**src/rtl/header_builder.sv**
```systemverilog
// Streams fixed-format Ethernet/IPv4/UDP frames on AXI-Stream, one per descriptor.
// The header is built from parameters, the clamped length, the flow id and a running ident.
module header_builder #(
   parameter int unsigned DATA_WIDTH = 256,
   parameter int unsigned KEEP_WIDTH = DATA_WIDTH / 8,
   parameter logic [47:0] DST_MAC    = 48'h02_00_00_00_00_02,
   parameter logic [47:0] SRC_MAC    = 48'h02_00_00_00_00_01,
   parameter logic [31:0] SRC_IP     = 32'h0A000001,
   parameter logic [31:0] DST_IP     = 32'h0A000002,
   parameter logic [15:0] DST_PORT   = 16'd5000,
   parameter int unsigned MIN_LEN    = 64,
   parameter int unsigned MAX_LEN    = 1514
) (
   input  logic                  clk,
   input  logic                  rst_n,
   input  logic                  s_desc_valid,
   output logic                  s_desc_ready,
   input  logic [15:0]           s_desc_pk_len,
   input  logic [7:0]            s_desc_flow_id,
   output logic [DATA_WIDTH-1:0] m_axis_tdata,
   output logic [KEEP_WIDTH-1:0] m_axis_tkeep,
   output logic                  m_axis_tvalid,
   output logic                  m_axis_tlast,
   input  logic                  m_axis_tready,
   output logic [31:0]           pkt_count
);

   typedef enum logic [0:0] {StIdle, StSend} state_e;

   localparam logic [KEEP_WIDTH-1:0] KeepOne = KEEP_WIDTH'(1);

   state_e      state_q, state_d;
   logic [15:0] len_q, len_d;
   logic [7:0]  flow_q, flow_d;
   logic [15:0] beat_q, beat_d;
   logic [15:0] ident_q, ident_d;
   logic [31:0] pkt_count_q, pkt_count_d;
   logic        ready_en_q;

   logic         desc_fire;
   logic         last_beat;
   logic [31:0]  beat_base;
   logic [31:0]  last_rem;
   logic [31:0]  byte_idx;
   logic [15:0]  clamped_len;
   logic [335:0] hdr;

   always_comb begin
      if ({16'd0, s_desc_pk_len} < MIN_LEN) begin
         clamped_len = 16'(MIN_LEN);
      end else if ({16'd0, s_desc_pk_len} > MAX_LEN) begin
         clamped_len = 16'(MAX_LEN);
      end else begin
         clamped_len = s_desc_pk_len;
      end
   end

   // Bytes 0..41 in wire order, MSB first
   assign hdr = {DST_MAC, SRC_MAC, 16'h0800, 8'h45, 8'h00, len_q - 16'd14, ident_q,
                 16'h4000, 8'h40, 8'h11, 16'h0000, SRC_IP, DST_IP, 8'h00, flow_q,
                 DST_PORT, len_q - 16'd34, 16'h0000};

   assign beat_base = 32'(beat_q) * KEEP_WIDTH;
   assign last_beat = (beat_base + KEEP_WIDTH) >= {16'd0, len_q};
   assign last_rem  = {16'd0, len_q} - beat_base;

   assign desc_fire     = s_desc_valid && s_desc_ready;
   assign s_desc_ready  = ready_en_q && (state_q == StIdle);
   assign m_axis_tvalid = (state_q == StSend);
   assign m_axis_tlast  = (state_q == StSend) && last_beat;
   assign pkt_count     = pkt_count_q;

   always_comb begin
      m_axis_tdata = '0;
      m_axis_tkeep = '0;
      byte_idx     = '0;
      if (state_q == StSend) begin
         for (int k = 0; k < int'(KEEP_WIDTH); k++) begin
            byte_idx = beat_base + 32'(k);
            // Lanes past the frame end stay zero with tkeep clear
            if (!last_beat || (32'(k) < last_rem)) begin
               m_axis_tkeep = m_axis_tkeep | (KeepOne << k);
               if (byte_idx < 32'd42) begin
                  m_axis_tdata = m_axis_tdata |
                     (DATA_WIDTH'(8'(hdr >> (8 * (32'd41 - byte_idx)))) << (8 * k));
               end else begin
                  m_axis_tdata = m_axis_tdata | (DATA_WIDTH'(byte_idx[7:0]) << (8 * k));
               end
            end
         end
      end
   end

   always_comb begin
      state_d     = state_q;
      len_d       = len_q;
      flow_d      = flow_q;
      beat_d      = beat_q;
      ident_d     = ident_q;
      pkt_count_d = pkt_count_q;
      unique case (state_q)
         StIdle: begin
            if (desc_fire) begin
               len_d   = clamped_len;
               flow_d  = s_desc_flow_id;
               beat_d  = '0;
               state_d = StSend;
            end
         end
         StSend: begin
            if (m_axis_tready) begin
               if (last_beat) begin
                  state_d     = StIdle;
                  ident_d     = ident_q + 16'd1;
                  pkt_count_d = pkt_count_q + 32'd1;
               end else begin
                  beat_d = beat_q + 16'd1;
               end
            end
         end
         default: state_d = StIdle;
      endcase
   end

   always_ff @(posedge clk or negedge rst_n) begin
      if (!rst_n) begin
         state_q     <= StIdle;
         len_q       <= '0;
         flow_q      <= '0;
         beat_q      <= '0;
         ident_q     <= '0;
         pkt_count_q <= '0;
         ready_en_q  <= 1'b0;
      end else begin
         state_q     <= state_d;
         len_q       <= len_d;
         flow_q      <= flow_d;
         beat_q      <= beat_d;
         ident_q     <= ident_d;
         pkt_count_q <= pkt_count_d;
         ready_en_q  <= 1'b1;
      end
   end

endmodule
```
**config.mk**
```make
export PLATFORM = sky130hd
export DESIGN_NAME = header_builder
export DESIGN_NICKNAME = d
export VERILOG_FILES = /design/src/rtl/header_builder.sv
export SDC_FILE = /design/constraint.sdc
export NUM_CORES = 1
export LEC_CHECK = 0
export BUFFER_PORTS_ARGS = -buffer_cell sky130_fd_sc_hd__buf_2
export CORE_AREA = 2 2 135 137
export DETAILED_ROUTE_END_ITERATION = 6
export DIE_AREA = 0 0 137 139
export HOLD_SLACK_MARGIN = 0.12
export PLACE_DENSITY = 0.77
export RECOVER_POWER = 25
export SYNTH_ARGS = -nofsm -noshare
export SYNTH_HDL_FRONTEND = slang
export SYNTH_SLANG_ARGS = --single-unit
```
**constraint.sdc**
```tcl
create_clock -name clk -period 5.9 [get_ports clk]
set_clock_uncertainty 0.15 [all_clocks]
set_input_delay 1.18 -clock clk [delete_from_list [all_inputs] [get_ports clk]]
set_output_delay 1.18 -clock clk [all_outputs]
set_load 0.02 [all_outputs]
```
* Word level (Yosys, flattened, before mapping)
Cells that the tools add are included.
Storage, ports and cells: flip-flop bits (word level) 90, input port bits 28, output and inout port bits 323, logic and storage cells 542
Cells by class: add/sub/neg operators 70, magnitude comparators 67, equality and inequality tests 4, shift operators 32, mux-type cells 259, bitwise gates (word level) 63, reductions and logical operators 40
Operator list (count):
- two-way mux 256 bit | 160
- >> shifter 330 x 32 -> 8 bit | 32
- two-way mux 32 bit | 39
- subtractor 6 x 22 -> 23 bit (first input constant) | 31
- less-than comparator 22 x 6 -> 1 bit (second input constant) | 31
- less-than comparator 5 x 32 -> 1 bit (first input constant) | 16
- bitwise OR 256 x 104 -> 256 bit | 2
- bitwise OR 256 x 112 -> 256 bit | 2
- bitwise OR 256 x 120 -> 256 bit | 2
- bitwise OR 256 x 128 -> 256 bit | 2
- bitwise OR 256 x 136 -> 256 bit | 2
- bitwise OR 256 x 144 -> 256 bit | 2
- bitwise OR 256 x 152 -> 256 bit | 2
- bitwise OR 256 x 16 -> 256 bit | 2
- bitwise OR 256 x 160 -> 256 bit | 2
- bitwise OR 256 x 168 -> 256 bit | 2
- bitwise OR 256 x 176 -> 256 bit | 2
- bitwise OR 256 x 184 -> 256 bit | 2
- bitwise OR 256 x 192 -> 256 bit | 2
- bitwise OR 256 x 200 -> 256 bit | 2
- bitwise OR 256 x 208 -> 256 bit | 2
- bitwise OR 256 x 216 -> 256 bit | 2
- bitwise OR 256 x 224 -> 256 bit | 2
- bitwise OR 256 x 232 -> 256 bit | 2
- other kinds (76) | 190

* Longest topological paths before layout
Gate-level depths: netlist of the first run.
depth in word-level cells 195, mapped depth 17, mapped depth without buffers 14

* Worst setup path before layout of the first run
OpenSTA, ideal clock, no wires.
path type register to output, start point register beat_q[1], end point output port m_axis_tdata[243], data arrival time 3.738 ns, required time 4.570 ns, slack 0.832 ns, cell stages (with the launch flop) 18, cells stage by stage dfrtp_1 > ha_1 > nand2_1 > or2_1 > clkbuf_1 > nor4_1 > xnor2_1 > ha_1 > and3_1 > nand4_1 > o31a_1 > o2111a_1 > nand2_4 > nand4_2 > buf_4 > a31oi_1 > nor2_1 > buf_4
Between the ends: longest elaborated chain between the ends 193
RTL lines:
- start: declaration | line 35 | logic [15:0] beat_q, beat_d;
- start signal: assignment | line 138 | beat_q <= beat_d;
- adder 21 x 6 -> 22 bit | line 64 | assign last_beat = (beat_base + KEEP_WIDTH) >= {16'd0, len_q};
- >= comparator 22 x 16 -> 1 bit | line 64
- logical NOT 1 bit | line 81 | if (!last_beat || (32'(k) < last_rem)) begin
- logical OR 1 bit | line 81
- two-way mux 256 bit | line 81
- two-way mux 256 bit | line 77 | if (state_q == StSend) begin
- bitwise OR 256 x 16 -> 256 bit (on tied branches) | line 87, 84
- two-way mux 256 bit | line 83 | if (byte_idx < 32'd42) begin
- [176 not listed]
- two-way mux 256 bit | line 81
- two-way mux 256 bit | line 77
- bitwise OR 256 bit (on tied branches) | line 87, 84
- two-way mux 256 bit | line 83
- two-way mux 256 bit | line 81
- two-way mux 256 bit | line 77
- two-way mux 256 bit (*) | line 81
- two-way mux 256 bit (*) (2 in a row) | line 77
- end: declaration | line 20 | output logic [DATA_WIDTH-1:0] m_axis_tdata,
Every way passes the cells marked *; elsewhere a longest branch is shown, timed or not. The select of a mux whose other input is x is not followed.

* Worst setup path in the final report of the first run
start point register beat_q[2], end point output port m_axis_tdata[41]
Same word-level chain as after synthesis.

==> results of run 1 <==
[logic make-up after synthesis]
| kind of cell | Yosys count | synth area share, % |
|---|---|---|
| and+or+nand+nor | 521 | 31.13 |
| buffers and inverters | 183 | 13.10 |
| DFF | 90 | 28.41 |
| adders and majority gates | 32 | 5.146 |
| xor gates and xnor gates | 80 | 8.840 |
| AOI/OAI and AO/OA | 167 | 12.88 |
| muxes | 3 | 0.3946 |
| other | 2 | 0.09475 |
[cell usage after synthesis, drive strengths merged (6+ instances only)]
cell type  number  area share (%)
nor2          206             9.8
nand2         120             5.8
buf           103             9.3
dfrtp          90              28
a21oi          64             4.0
xnor2          64             7.1
inv            42             2.0
o21ai          41             2.6
clkbuf         38             1.8
nor2b          35             2.8
ha             31             4.9
nand3          30             2.0
nor3           28             2.1
nand4          26             2.1
and3           19             1.5
xor2           16             1.8
and2           14             1.1
nor4           13             1.1
nor3b          11             1.0
a21o            9            0.85
o22ai           7            0.55
and4            6            0.66
o211ai          6            0.63
[final cells by class]
type	count	area, sq um
clock buffers	11	242.7
clock inverters	5	85.08
fillers	1759	7944
inverters	42	157.7
multi-input cells	856	4905
flip-flops and latches	90	2253
well taps	229	286.5
repair buffers	338	1783
[flip-flops by register name, indices dropped and copies added, names as in the netlist]
name and flops:
beat_q 16, ready_en_q 1, flow_q 8, m_axis_tvalid 1
ident_q 16, len_q 16, pkt_count 32
[stage by stage]
step	std cells	power, mW	hold slack [ps]	util [%]
3_5_place_dp	1553	4.789	308.3	52.69
6_report	1571	5.496	321.9	55.01
3_3_place_gp	1553	4.768	307.6	52.69
4_1_cts	1569	5.439	323.3	54.55
2_1_floorplan	1129	3.637	287.4	-
5_1_grt	1571	5.834	351.3	55.01
[per-layer routing]
layer  share of wire, %  up-vias
li1                   -     3984
met1                 42     4085
met2                 45      486
met3                 10       44
met4                2.3        0
met5                  0        -
[critical path, cell delays in order, from the launching register on]
cell      delay [ps]
dfrtp_1          460
ha_1             210
nand2_1          190
nor4_2           390
xnor2_1          230
ha_1             310
a21o_1           180
a211oi_1         240
o31a_1           160
o2111a_1         310
nand2_4          140
nand4_2          160
buf_12           220
a211oi_4          60
buf_4            170
nor4bb_1         300
buf_2            220
[repair_timing]
| item | in CTS | in global routing |
|---|---|---|
| endpoints found under the setup margin | 0 | 204 |
| setup buffers | 0 | 2 |
| resized for setup | 0 | 21 |
| hold buffers | 0 | 0 |
[how the worst max path moves through the flow]
stage	startpoint	endpoint	slack, ps
after floorplan	beat_q[1]	m_axis_tdata[243]	830
after global placement	beat_q[1]	m_axis_tdata[149]	540
after detailed placement	beat_q[1]	m_axis_tdata[28]	410
after CTS	beat_q[1]	m_axis_tkeep[7]	30
after global routing	beat_q[2]	m_axis_tdata[41]	30
final	beat_q[2]	m_axis_tdata[41]	240
[power by group]
group          switching, mW  internal (mW)  leakage (nW)
combinational           2.75           1.21          3.81
clock                  0.251          0.386         0.157
sequential             0.188          0.713          1.20
total                   3.19           2.31          5.16
==> flow_summary.ini, run 1 <==
[worst_setup_path]
r2r.worst_path.cells = 13
required_ps = 4570
rrSetupSlack_ps = 1500
r2r_end = ident_q[15]
critPathKind = flip-flop to output pin
cp.arrival_ps = 4330
r2r-start = beat_q[1]
cp_max_fo = 34
crit_path_end_kind = output pin
crit_path_start_kind = flip-flop

[die]
core_area_sq_um = 17660
start_util_pct = 44.89
die_area_sq_um = 19040
die_h_um = 139
num_rows = 49
io_pins = 351
die_w_um = 137

[route]
routed-via-count = 8599
first_pass_iters = 5
drtIter0Drc = 749
drtAntennaViolNets = 0
viasPerCell = 5.474
route.detailed.drc = 0
wire_per_inst_um = 19.63
drt-total-wl_mm = 30.83

[logic_synthesis]
ys_ff_latch = 90
yosys_warnings = 0
async_flop_share_pct = 100.0
synthesis.area_sq_um = 7926
synth-edff-count = 0
synth.avg_cell_area_sq_um = 7.353
yosysSeqAreaShare_pct = 28.41
synth-main-ff-cell = dfrtp_1
synth_cell_type_count = 68
netlist_instances = 1078

[grt]
overflow = 0
gr-usage-all-layers_pct = 31.96
antenna_found_initial = 0
grt_max_degree = 56
top_usage_layer = met2
grt_pass1_vias = 7975
use_met3_pct = 9.137
use_met2_pct = 49.99
grtUsageMet1_pct = 43.50
grt_first_pass_wirelength_mm = 46.50

[cts]
clk_latency_ps = 350
cts_buffer_depth = 2
cts_sinks = 90
numCtsBuffers = 9
path_clk_slew_ps = 70
clockRootBuffer = clkbuf_16
cts_tree = yes
htree_levels = 3

[cells_and_area]
final_cell_mix = 289 x buf_2, 205 x nor2_1, 119 x nand2_1
diodes = 0
post-route-cell-area_sq_um = 9713
area_growth_pct = 22.54
final_common_cell = buf_2
nets = 1397
drive_gt1_share_pct = 27.72

[timing]
setup_ws_ps = 241.5
post-route-min-period_ps = 5658
finalSetupTns_ps = 0
period_share_pct = 95.91
rsz0062_at_grt = no
fmax_mhz = 176.7
report.final.slew_viol_count = 56
finalSetupViolCount = 0
worstMarginPinSlew_ps = 3069
maxSlewHeadroom_pct = -104.6
hold_viol = 0

[pwr]
vdd.ir_drop.worst_mv = 0.5351
leakagePower_nw = 5.160
power.density_nw_per_um2 = 565.8

[placement]
place_area_sq_um = 9304
gp_congestion = 0.9741
place_ws_ps = 410.1
place_hpwl_mm = 24.43
portBuffers = 298

[status]
violations = capacitance limit, slew limit
status = complete, but fails checks

[hold_path]
worstHoldStart = flow_q[3]
whs_endpoint = flow_q[3]
min_path_cells = 2
hold_class = flip-flop to flip-flop

[job]
timing.max_cap.violations = 1
Note: power is estimated with default switching activity, not from simulation.
==> run 2, diff against run 1 <==
--- a/config.mk
+++ b/config.mk
@@ -6,11 +6,12 @@
 export NUM_CORES = 1
 export LEC_CHECK = 0
 export BUFFER_PORTS_ARGS = -buffer_cell sky130_fd_sc_hd__buf_2
-export CORE_AREA = 2 2 135 137
+export CORE_AREA = 2 2 137 139
+export CTS_BUF_LIST = sky130_fd_sc_hd__clkbuf_4
 export DETAILED_ROUTE_END_ITERATION = 6
-export DIE_AREA = 0 0 137 139
+export DIE_AREA = 0 0 139 141
 export HOLD_SLACK_MARGIN = 0.12
-export PLACE_DENSITY = 0.77
+export PLACE_DENSITY = 0.75
 export RECOVER_POWER = 25
 export SYNTH_ARGS = -nofsm -noshare
 export SYNTH_HDL_FRONTEND = slang
==> run 2 against run 1 <==
  * Power decreased by 4.2%
  * Critical path depth shrank 1
  * Final area decreased by 0.88%
  * Flip-flop and latch count stayed put
  * Critical path type unchanged
  * Largest cell class unchanged
  * The flow still finishes with violations (capacitance limit, slew limit)
==> flow_summary.ini, run 2 (synthesized netlist as in run 1, its figures left out) <==
[cts]
path_clk_slew_ps = 170
numCtsBuffers = 9
clockRootBuffer = clkbuf_4
cts_buffer_depth = 2
cts_tree = yes
cts_sinks = 90
clk_latency_ps = 480
htree_levels = 3

[cells_and_area]
nets = 1399
area_growth_pct = 21.47
final_common_cell = buf_2
largest_reg_flops = 32
multi_input_area_sq_um = 4954
final_cell_mix = 295 x buf_2, 201 x nor2_1, 119 x nand2_1
layoutNonFillerInstCount = 1579
post-route-cell-area_sq_um = 9628
fill_cells = 1828
drive_gt1_share_pct = 29.17
seq_area_sq_um = 2257

[timing]
fmax_mhz = 174.6
worstMarginPinSlew_ps = 3513
period_share_pct = 97.08
rsz0062_at_grt = no
hold_viol = 0
finalSetupTns_ps = 0
finalSetupViolCount = 0
report.final.slew_viol_count = 64
post-route-min-period_ps = 5728
maxSlewHeadroom_pct = -134.2

[die]
core_area_sq_um = 18270
num_rows = 50
start_util_pct = 43.39
die_area_sq_um = 19600
die_w_um = 139
die_h_um = 141
io_pins = 351

[worst_setup_path]
required_ps = 4570
crit_slowest_cell = dfrtp_2
max_stage_delay_ps = 480
crit_path_start_kind = flip-flop
cp.arrival_ps = 4400
cp_cell_sequence = ha_1, nand2_1, nor4_2, xnor2_1, ha_1, a21o_1, a211oi_1, o31a_1, o2111a_1, nand2_4, nand4_2, buf_6, nand2b_1, and4_1, buf_2
critPathMostFrequentCell = ha_1
crit_path_end_kind = output pin
cp_max_fo = 22
critPathKind = flip-flop to output pin

[pwr]
leakagePower_nw = 5.146
power.density_nw_per_um2 = 547.0
vdd.ir_drop.worst_mv = 0.4789

[grt]
grt_pass1_vias = 7988
antenna_found_initial = 1
gr-usage-all-layers_pct = 31.00
overflow = 0
grt_first_pass_wirelength_mm = 47.28
grt_max_degree = 64

[route]
drt-total-wl_mm = 31.32
routed-via-count = 8730
drtAntennaViolNets = 0
drtIter0Drc = 791
wire_per_inst_um = 19.84
route.detailed.drc = 0
viasPerCell = 5.529
first_pass_iters = 5

[placement]
place_area_sq_um = 9280
place_hpwl_mm = 24.68
portBuffers = 298
gp_congestion = 0.9702
dp_cells = 1554

[hold_path]
hold_class = flip-flop to flip-flop

[job]
timing.max_cap.violations = 1

[status]
violations = capacitance limit, slew limit
status = complete, but fails checks
-- run 2: cell types whose count changed in the layout (fill, tap and decap cells not counted), moves of 4 or more --
cell	before	now
buf_2	289	295
clkbuf_1	12	4
clkbuf_16	9	0
clkbuf_4	0	9
nor2_1	205	201
nor2_2	1	5
-- run 2: cell type report --
class	instances	area share [%]
timing repair buffer	340	18.70
sequential	90	23.44
multi-input combinational	856	51.45
antenna	1	0.02599
inverter	42	1.637
clock inverter	7	1.001
tap	234	3.041
clock buffer	9	0.7018
-- run 2: path summary, 6_finish.rpt --
kind	cells after the start	start	to	slack (ps)
max	15	beat_q[2]	m_axis_tdata[138]	170
min	2	flow_q[2]	flow_q[2]	340
max reg2reg	13	beat_q[1]	ident_q[15]	1730
min reg2reg	2	flow_q[2]	flow_q[2]	340
max in group asynchronous	2	rst_n	beat_q[0]	1650
min in group asynchronous	1	rst_n	pkt_count[29]	1710
-- run 2: worst max-delay path: cells and delay by family (launching register included) --
family                   cells  cell delay (ps)
AO/OA/AOI/OAI                4              950
XOR/XNOR                     1              190
adder cells (fa/ha/maj)      2              490
buffers and inverters        2              440
flip-flops                   1              480
AND/OR/NAND/NOR              6             1380
-- run 2: timing repair --
action,4_1_cts,5_1_grt
resized for setup,11,21
hold buffers,0,0
setup buffers,0,8
setup endpoints to repair,52,230
cloned,0,0
-- run 2: routing by layer --
layer	vias up	part of all wire (%)	global-route usage, %
li1	3996	-	-
met3	72	10	6.997
met1	4157	41	42.05
met4	0	3.9	12.44
met2	505	45	48.20
met5	-	0	0
-- run 2: report_power, final --
group	leakage (nW)	internal [mW]	switching (mW)	total, mW
logic	3.87	1.23	2.73	3.96
clock network	0.0849	0.142	0.253	0.395
registers	1.19	0.713	0.199	0.912
-- run 2: through the flow --
stage / power, mW / util [%] / worst slack (ps) / hold slack [ps]
after CTS: 5.177 / 51.97 / 4.674 / 342.2
after global placement: 4.753 / 50.80 / 329.6 / 300.0
after global routing: 5.591 / 52.71 / 6.236 / 365.2
after detailed placement: 4.758 / 50.80 / 279.0 / 304.2
final: 5.267 / 52.71 / 172.0 / 338.6
after floorplan: 3.637 / - / 832.5 / 287.4
